## config.mk

```make
export PLATFORM = sky130hd
export DESIGN_NAME = fpadd_arbiter
export DESIGN_NICKNAME = d
export VERILOG_FILES = /design/src/rtl/fpadd_arbiter_pkg.sv /design/src/rtl/fpadd_arbiter_rr_pick.sv /design/src/rtl/fpadd_arbiter.sv
export SDC_FILE = /design/constraint.sdc
export NUM_CORES = 1
export LEC_CHECK = 0
export ABC_AREA = 0
export CAP_MARGIN = 20
export CORE_AREA = 5 5 155 157
export CTS_CLUSTER_DIAMETER = 80
export DETAILED_ROUTE_END_ITERATION = 10
export DIE_AREA = 0 0 160 162
export HOLD_SLACK_MARGIN = 0.08
export PLACE_DENSITY = 0.7
export SLEW_MARGIN = 15
export SYNTH_ARGS = -nofsm -noshare
export SYNTH_HDL_FRONTEND = slang
export SYNTH_HIERARCHICAL = 1
export SYNTH_SLANG_ARGS = --single-unit
```

## constraint.sdc

```tcl
create_clock -name clk -period 3.7 [get_ports clk]
set_input_delay 0.74 -clock clk [delete_from_list [all_inputs] [get_ports clk]]
set_output_delay 0.74 -clock clk [all_outputs]
set_load 0.005 [all_outputs]
```

## src/rtl/fpadd_arbiter_pkg.sv

```systemverilog
// fpadd_arbiter_pkg
//   Shared definitions for the fpadd arbiter: FP32 field widths, the quiet-NaN
//   value returned on a watchdog abort, and the arbiter FSM state encoding.
//   No ports; imported by fpadd_arbiter and fpadd_arbiter_rr_pick.
package fpadd_arbiter_pkg;

    localparam int FP_SIGN_W = 1;
    localparam int FP_EXP_W  = 8;
    localparam int FP_MANT_W = 23;
    localparam int FP_W      = FP_SIGN_W + FP_EXP_W + FP_MANT_W;

    localparam logic [FP_W-1:0] FP_QNAN = 32'h7FC0_0000;

    typedef enum logic [1:0] {
        ST_IDLE  = 2'd0,
        ST_ISSUE = 2'd1,
        ST_WAIT  = 2'd2,
        ST_RESP  = 2'd3
    } state_t;

endpackage

```

## src/rtl/fpadd_arbiter_rr_pick.sv

```systemverilog
// fpadd_arbiter_rr_pick
//   Combinational round-robin picker. Scans requesters starting one past the
//   previous winner and returns the first one holding a request.
// Ports
//   req      in  N_REQ  request levels
//   rr_last  in  IDX_W  index of the previous winner (lowest priority now)
//   win      out N_REQ  one-hot winner, zero when no request
//   idx      out IDX_W  winner index, zero when no request
//   any      out 1      at least one request present
module fpadd_arbiter_rr_pick
    import fpadd_arbiter_pkg::*;
#(
    parameter int N_REQ = 4,
    parameter int IDX_W = $clog2(N_REQ)
) (
    input  logic [N_REQ-1:0] req,
    input  logic [IDX_W-1:0] rr_last,
    output logic [N_REQ-1:0] win,
    output logic [IDX_W-1:0] idx,
    output logic             any
);

    always_comb begin
        logic             found;
        logic [IDX_W-1:0] cand;
        found = 1'b0;
        cand  = '0;
        win   = '0;
        idx   = '0;
        any   = |req;
        for (int k = 1; k <= N_REQ; k++) begin
            cand = IDX_W'((int'(rr_last) + k) % N_REQ);
            if (!found && req[cand]) begin
                found     = 1'b1;
                win[cand] = 1'b1;
                idx       = cand;
            end
        end
    end

endmodule

```

## src/rtl/fpadd_arbiter.sv

```systemverilog
// fpadd_arbiter
//   Shares one fpadd single-precision adder between N_REQ requesters:
//   round-robin arbitration, operand capture, start/done sequencing with a
//   watchdog, and result return to the granted requester.
// Ports
//   clk        in   1            clock, rising edge
//   reset      in   1            async, active-low
//   req        in   N_REQ        per-requester request level
//   req_a      in   32*N_REQ     operand A, requester i at [32*i +: 32]
//   req_b      in   32*N_REQ     operand B, same packing
//   gnt        out  N_REQ        one-hot pulse: operands captured
//   rsp_valid  out  N_REQ        one-hot pulse: result for that requester
//   rsp_sum    out  32           result, qualified by rsp_valid
//   rsp_err    out  1            watchdog abort, qualified by rsp_valid
//   busy       out  1            high outside IDLE
//   fpu_a      out  32           to fpadd a, stable ISSUE..RESP
//   fpu_b      out  32           to fpadd b, stable ISSUE..RESP
//   fpu_start  out  1            to fpadd start, single-cycle pulse
//   fpu_sum    in   32           from fpadd sum
//   fpu_done   in   1            from fpadd done (sticky until next start)
//
// State | Meaning
// IDLE  | no operation; arbitrate and capture winner operands
// ISSUE | pulse gnt to owner and fpu_start; clear watchdog
// WAIT  | wait for fpu_done or watchdog expiry
// RESP  | pulse rsp_valid to owner with sum / error
module fpadd_arbiter
    import fpadd_arbiter_pkg::*;
#(
    parameter int N_REQ          = 4,
    parameter int TIMEOUT_CYCLES = 512
) (
    input  logic                  clk,
    input  logic                  reset,
    input  logic [N_REQ-1:0]      req,
    input  logic [FP_W*N_REQ-1:0] req_a,
    input  logic [FP_W*N_REQ-1:0] req_b,
    output logic [N_REQ-1:0]      gnt,
    output logic [N_REQ-1:0]      rsp_valid,
    output logic [FP_W-1:0]       rsp_sum,
    output logic                  rsp_err,
    output logic                  busy,
    output logic [FP_W-1:0]       fpu_a,
    output logic [FP_W-1:0]       fpu_b,
    output logic                  fpu_start,
    input  logic [FP_W-1:0]       fpu_sum,
    input  logic                  fpu_done
);

    localparam int                IDX_W     = $clog2(N_REQ);
    localparam int                WDOG_W    = $clog2(TIMEOUT_CYCLES);
    localparam logic [WDOG_W-1:0] WDOG_LAST = WDOG_W'(TIMEOUT_CYCLES - 1);

    state_t             state;
    state_t             state_nxt;
    logic [IDX_W-1:0]   owner;
    logic [IDX_W-1:0]   rr_last;
    logic [IDX_W-1:0]   win_idx;
    logic [N_REQ-1:0]   win_oh;
    logic [N_REQ-1:0]   owner_oh;
    logic               win_any;
    logic [WDOG_W-1:0]  wdog;
    logic               done_seen;
    logic               wdog_expired;

    fpadd_arbiter_rr_pick #(
        .N_REQ (N_REQ),
        .IDX_W (IDX_W)
    ) u_rr_pick (
        .req     (req),
        .rr_last (rr_last),
        .win     (win_oh),
        .idx     (win_idx),
        .any     (win_any)
    );

    // wdog is zero only in the first WAIT cycle; fpadd clears done on the
    // start edge, so done seen there may still be the previous op's.
    assign done_seen    = fpu_done && (wdog != '0);
    assign wdog_expired = (wdog == WDOG_LAST);

    always_ff @(posedge clk or negedge reset) begin
        if (!reset) begin
            state <= ST_IDLE;
        end else begin
            state <= state_nxt;
        end
    end

    always_comb begin
        state_nxt = state;
        case (state)
            ST_IDLE:  if (win_any) state_nxt = ST_ISSUE;
            ST_ISSUE: state_nxt = ST_WAIT;
            ST_WAIT:  if (done_seen || wdog_expired) state_nxt = ST_RESP;
            ST_RESP:  state_nxt = ST_IDLE;
            default:  state_nxt = ST_IDLE;
        endcase
    end

    always_comb begin
        owner_oh        = '0;
        owner_oh[owner] = 1'b1;
        gnt             = (state == ST_ISSUE) ? owner_oh : '0;
        rsp_valid       = (state == ST_RESP)  ? owner_oh : '0;
        fpu_start       = (state == ST_ISSUE);
        busy            = (state != ST_IDLE);
    end

    always_ff @(posedge clk or negedge reset) begin
        if (!reset) begin
            owner   <= '0;
            rr_last <= IDX_W'(N_REQ - 1);
            fpu_a   <= '0;
            fpu_b   <= '0;
            wdog    <= '0;
            rsp_sum <= '0;
            rsp_err <= 1'b0;
        end else begin
            case (state)
                ST_IDLE: begin
                    if (win_any) begin
                        fpu_a   <= req_a[int'(win_idx)*FP_W +: FP_W];
                        fpu_b   <= req_b[int'(win_idx)*FP_W +: FP_W];
                        owner   <= win_idx;
                        rr_last <= win_idx;
                    end
                end
                ST_ISSUE: wdog <= '0;
                ST_WAIT: begin
                    if (done_seen) begin
                        rsp_sum <= fpu_sum;
                        rsp_err <= 1'b0;
                    end else if (wdog_expired) begin
                        rsp_sum <= FP_QNAN;
                        rsp_err <= 1'b1;
                    end else begin
                        wdog <= wdog + 1'b1;
                    end
                end
                default: ;
            endcase
        end
    end

endmodule
```

==> summary.txt <==
Placed design
  – DP HPWL: 19400 µm
  – Pre-CTS worst setup slack: 0.227 ns
  – Final RePlAce weighted congestion: 0.841
  – Count of input and output buffers: 401

Routing
  – Via Count: 5512
  – Wirelength, routed: 23800 µm
  – ANT nets after route: 0
  – DRC viols: 0
  – Vias per cell: 4.95
  – WL per Instance: 21.4 µm
  – Drt first pass iters: 4
  – Initial drt markers: 271

Die
  – Number of I/O pins: 402
  – Area of the die: 25900 µm²
  – Std cell rows: 55
  – Die H: 162 µm
  – Placeable Area: 22400 µm²
  – Initial Util: 0.279
  – Die X-Extent: 160 µm

Clock network
  – Skew-Pair Late Insertion Delay: 0.35 ns
  – H-tree depth: 3
  – Post-cts resize count: 0
  – TritonCTS clock tree: done
  – Clock buffer depth: 2
  – Clock Root Buffer: clkbuf_16
  – Num CTS Buffers: 9
  – Hold-fix buffers, CTS: 0
  – Clock sink total: 112
  – Setup Buffers After CTS: 0
  – Clock Pin Slew Worst Setup and Hold Paths: 0.08 ns

Logic synthesis
  – Synth Cell Area: 6240 µm²
  – Syn nets: 736
  – Mean Syn Cell Area: 14.5 µm²
  – Mapped Cells: 432
  – Warnings from Yosys: 6

Global route
  – Initial antenna violation count: 3
  – Vias in the first global route: 5965
  – Gr usage total: 0.180
  – First-pass GRT wire length: 36100 µm
  – Largest net degree at the start of global routing: 68
  – GRT overflow: 0

Worst setup path
  – Slowest cell on crit path: dfstp_2
  – Most common cell on crit path: mux2_2
  – Top delay family on crit path: multiplexers
  – WP data arrival: 3.55 ns
  – CP required: 3.94 ns
  – Crit-path cells: inv_1 -> ha_1 -> mux2_2 -> nand2_1 -> o21ai_0 -> a31oi_4 -> buf_12 -> buf_4 -> mux4_2 -> mux2_2
  – Worst Setup Path Type: flop to flop
  – WP buf/inv: 3
  – Kind of start point of the critical path: flop
  – Worst path max stage delay: 0.60 ns
  – Kind of end point of the critical path: flop
  – Worst-path fanout max: 21

Run
  – Max Cap Viol: 0

Timing
  – Slew Viols, Final: 0
  – Setup TNS: 0 ns
  – Crit share post-route: 0.896
  – Fmax: 302 MHz
  – Worst Slack Setup Final: 0.385 ns
  – Crit path time final: 3.31 ns
  – Slew @ Worst Pin: 0.797 ns
  – Slew HR: 0.468
  – Hold WS: 0.400 ns
  – Final Hold Viols: 0
  – RSZ-0062 raised after global routing: false
  – Clk_skew: 0.00792 ns
  – Final setup vio count: 0

Pwr
  – Leak: 4.27 nW
  – PwrDens: 733 nW/µm²
  – Max VDD drop: 0.000419 V
  – Total power: 8.05 mW

Finish
  – Layout cell share with drive strength beyond 1: 0.209
  – Area grow syn2layout: 76.1%
  – Fill cells: 1988
  – Nets: 1127
  – Diode count: 0
  – Post-Route Utilization: 0.492

Hold path
  – Worst hold path class: primary input to async pin

Outcome
  – Status: finished, final reports clean
sequential cells by signal, summed over array words and instances, names as in the netlist:
name     count
fpu_a       32
owner        2
rsp_sum     32
rsp_err      1
fpu_b       32
wdog         9
rr_last      2
state        2
cells in the final DEF, fill, tap and decap left out, drive strengths merged, types with 3 or more instances in the layout:
cell,n
clkdlybuf4s50,400
dfrtp,110
mux2,66
mux4,64
a22o,23
nand2,22
buf,15
nor2,11
inv,11
o22a,9
ha,9
clkbuf,9
nand3,7
o21ai,6
o311ai,5
o211ai,5
and3b,4
clkinv,4
mux2i,4
a21oi,3
nand2b,3
and3,3
or4,3
power breakdown:
| group | total, mW | switching [mW] | internal (mW) |
|---|---|---|---|
| Sequential | 2.14 | 0.319 | 1.82 |
| Clock | 1.10 | 0.501 | 0.604 |
| Combinational | 4.81 | 1.76 | 3.05 |
| Total | 8.05 | 2.58 | 5.48 |
cell type report:
cell class              count  area, µm²  share of cell area
clock buffers               9        225              0.0205
clock inverters             7        103             0.00933
inverters                  10       37.5             0.00341
multi-input cells         275       3270               0.298
flip-flops and latches    112       2810               0.255
well taps                 285        357              0.0324
repair buffers            415       4190               0.381
routing by layer:
metal  GRT usage  routed length (µm)
met5           0                  33
met4      0.0524                 528
met3      0.0500                1660
met2       0.311               12400
met1       0.221                9270
worst reg2reg max path: cells and delay by family (launching register included):
| family | cells | cell delay, ns |
|---|---|---|
| adders and majority gates | 1 | 0.42 |
| DFF | 1 | 0.60 |
| AOI/OAI and AO/OA | 2 | 0.39 |
| and+or+nand+nor | 1 | 0.10 |
| muxes | 3 | 1.14 |
| buffers and inverters | 3 | 0.55 |
final timing paths:
| check | from | endpoint | slack, ns | cells after the start |
|---|---|---|---|---|
| max in group asynchronous | reset | fpu_b[7] | 2.48 | 2 |
| hold reg to reg | fpu_b[27] | fpu_b[27] | 0.51 | 1 |
| setup reg to reg | rr_last[1] | fpu_b[21] | 0.39 | 10 |
| min in group clk | fpu_b[27] | fpu_b[27] | 0.51 | 1 |
| setup / recovery | rr_last[1] | fpu_b[21] | 0.39 | 10 |
| hold / removal | reset | fpu_a[14] | 0.40 | 1 |
through the flow:
| step | std cells | cell area [µm²] |
|---|---|---|
| after floorplan | 432 | 6240 |
| after global placement | 1097 | 10700 |
| after detailed placement | 1097 | 10700 |
| after CTS | 1113 | 11000 |
| after global routing | 1113 | 11000 |
| final | 1113 | 11000 |
(Power assumes the default switching activity.)
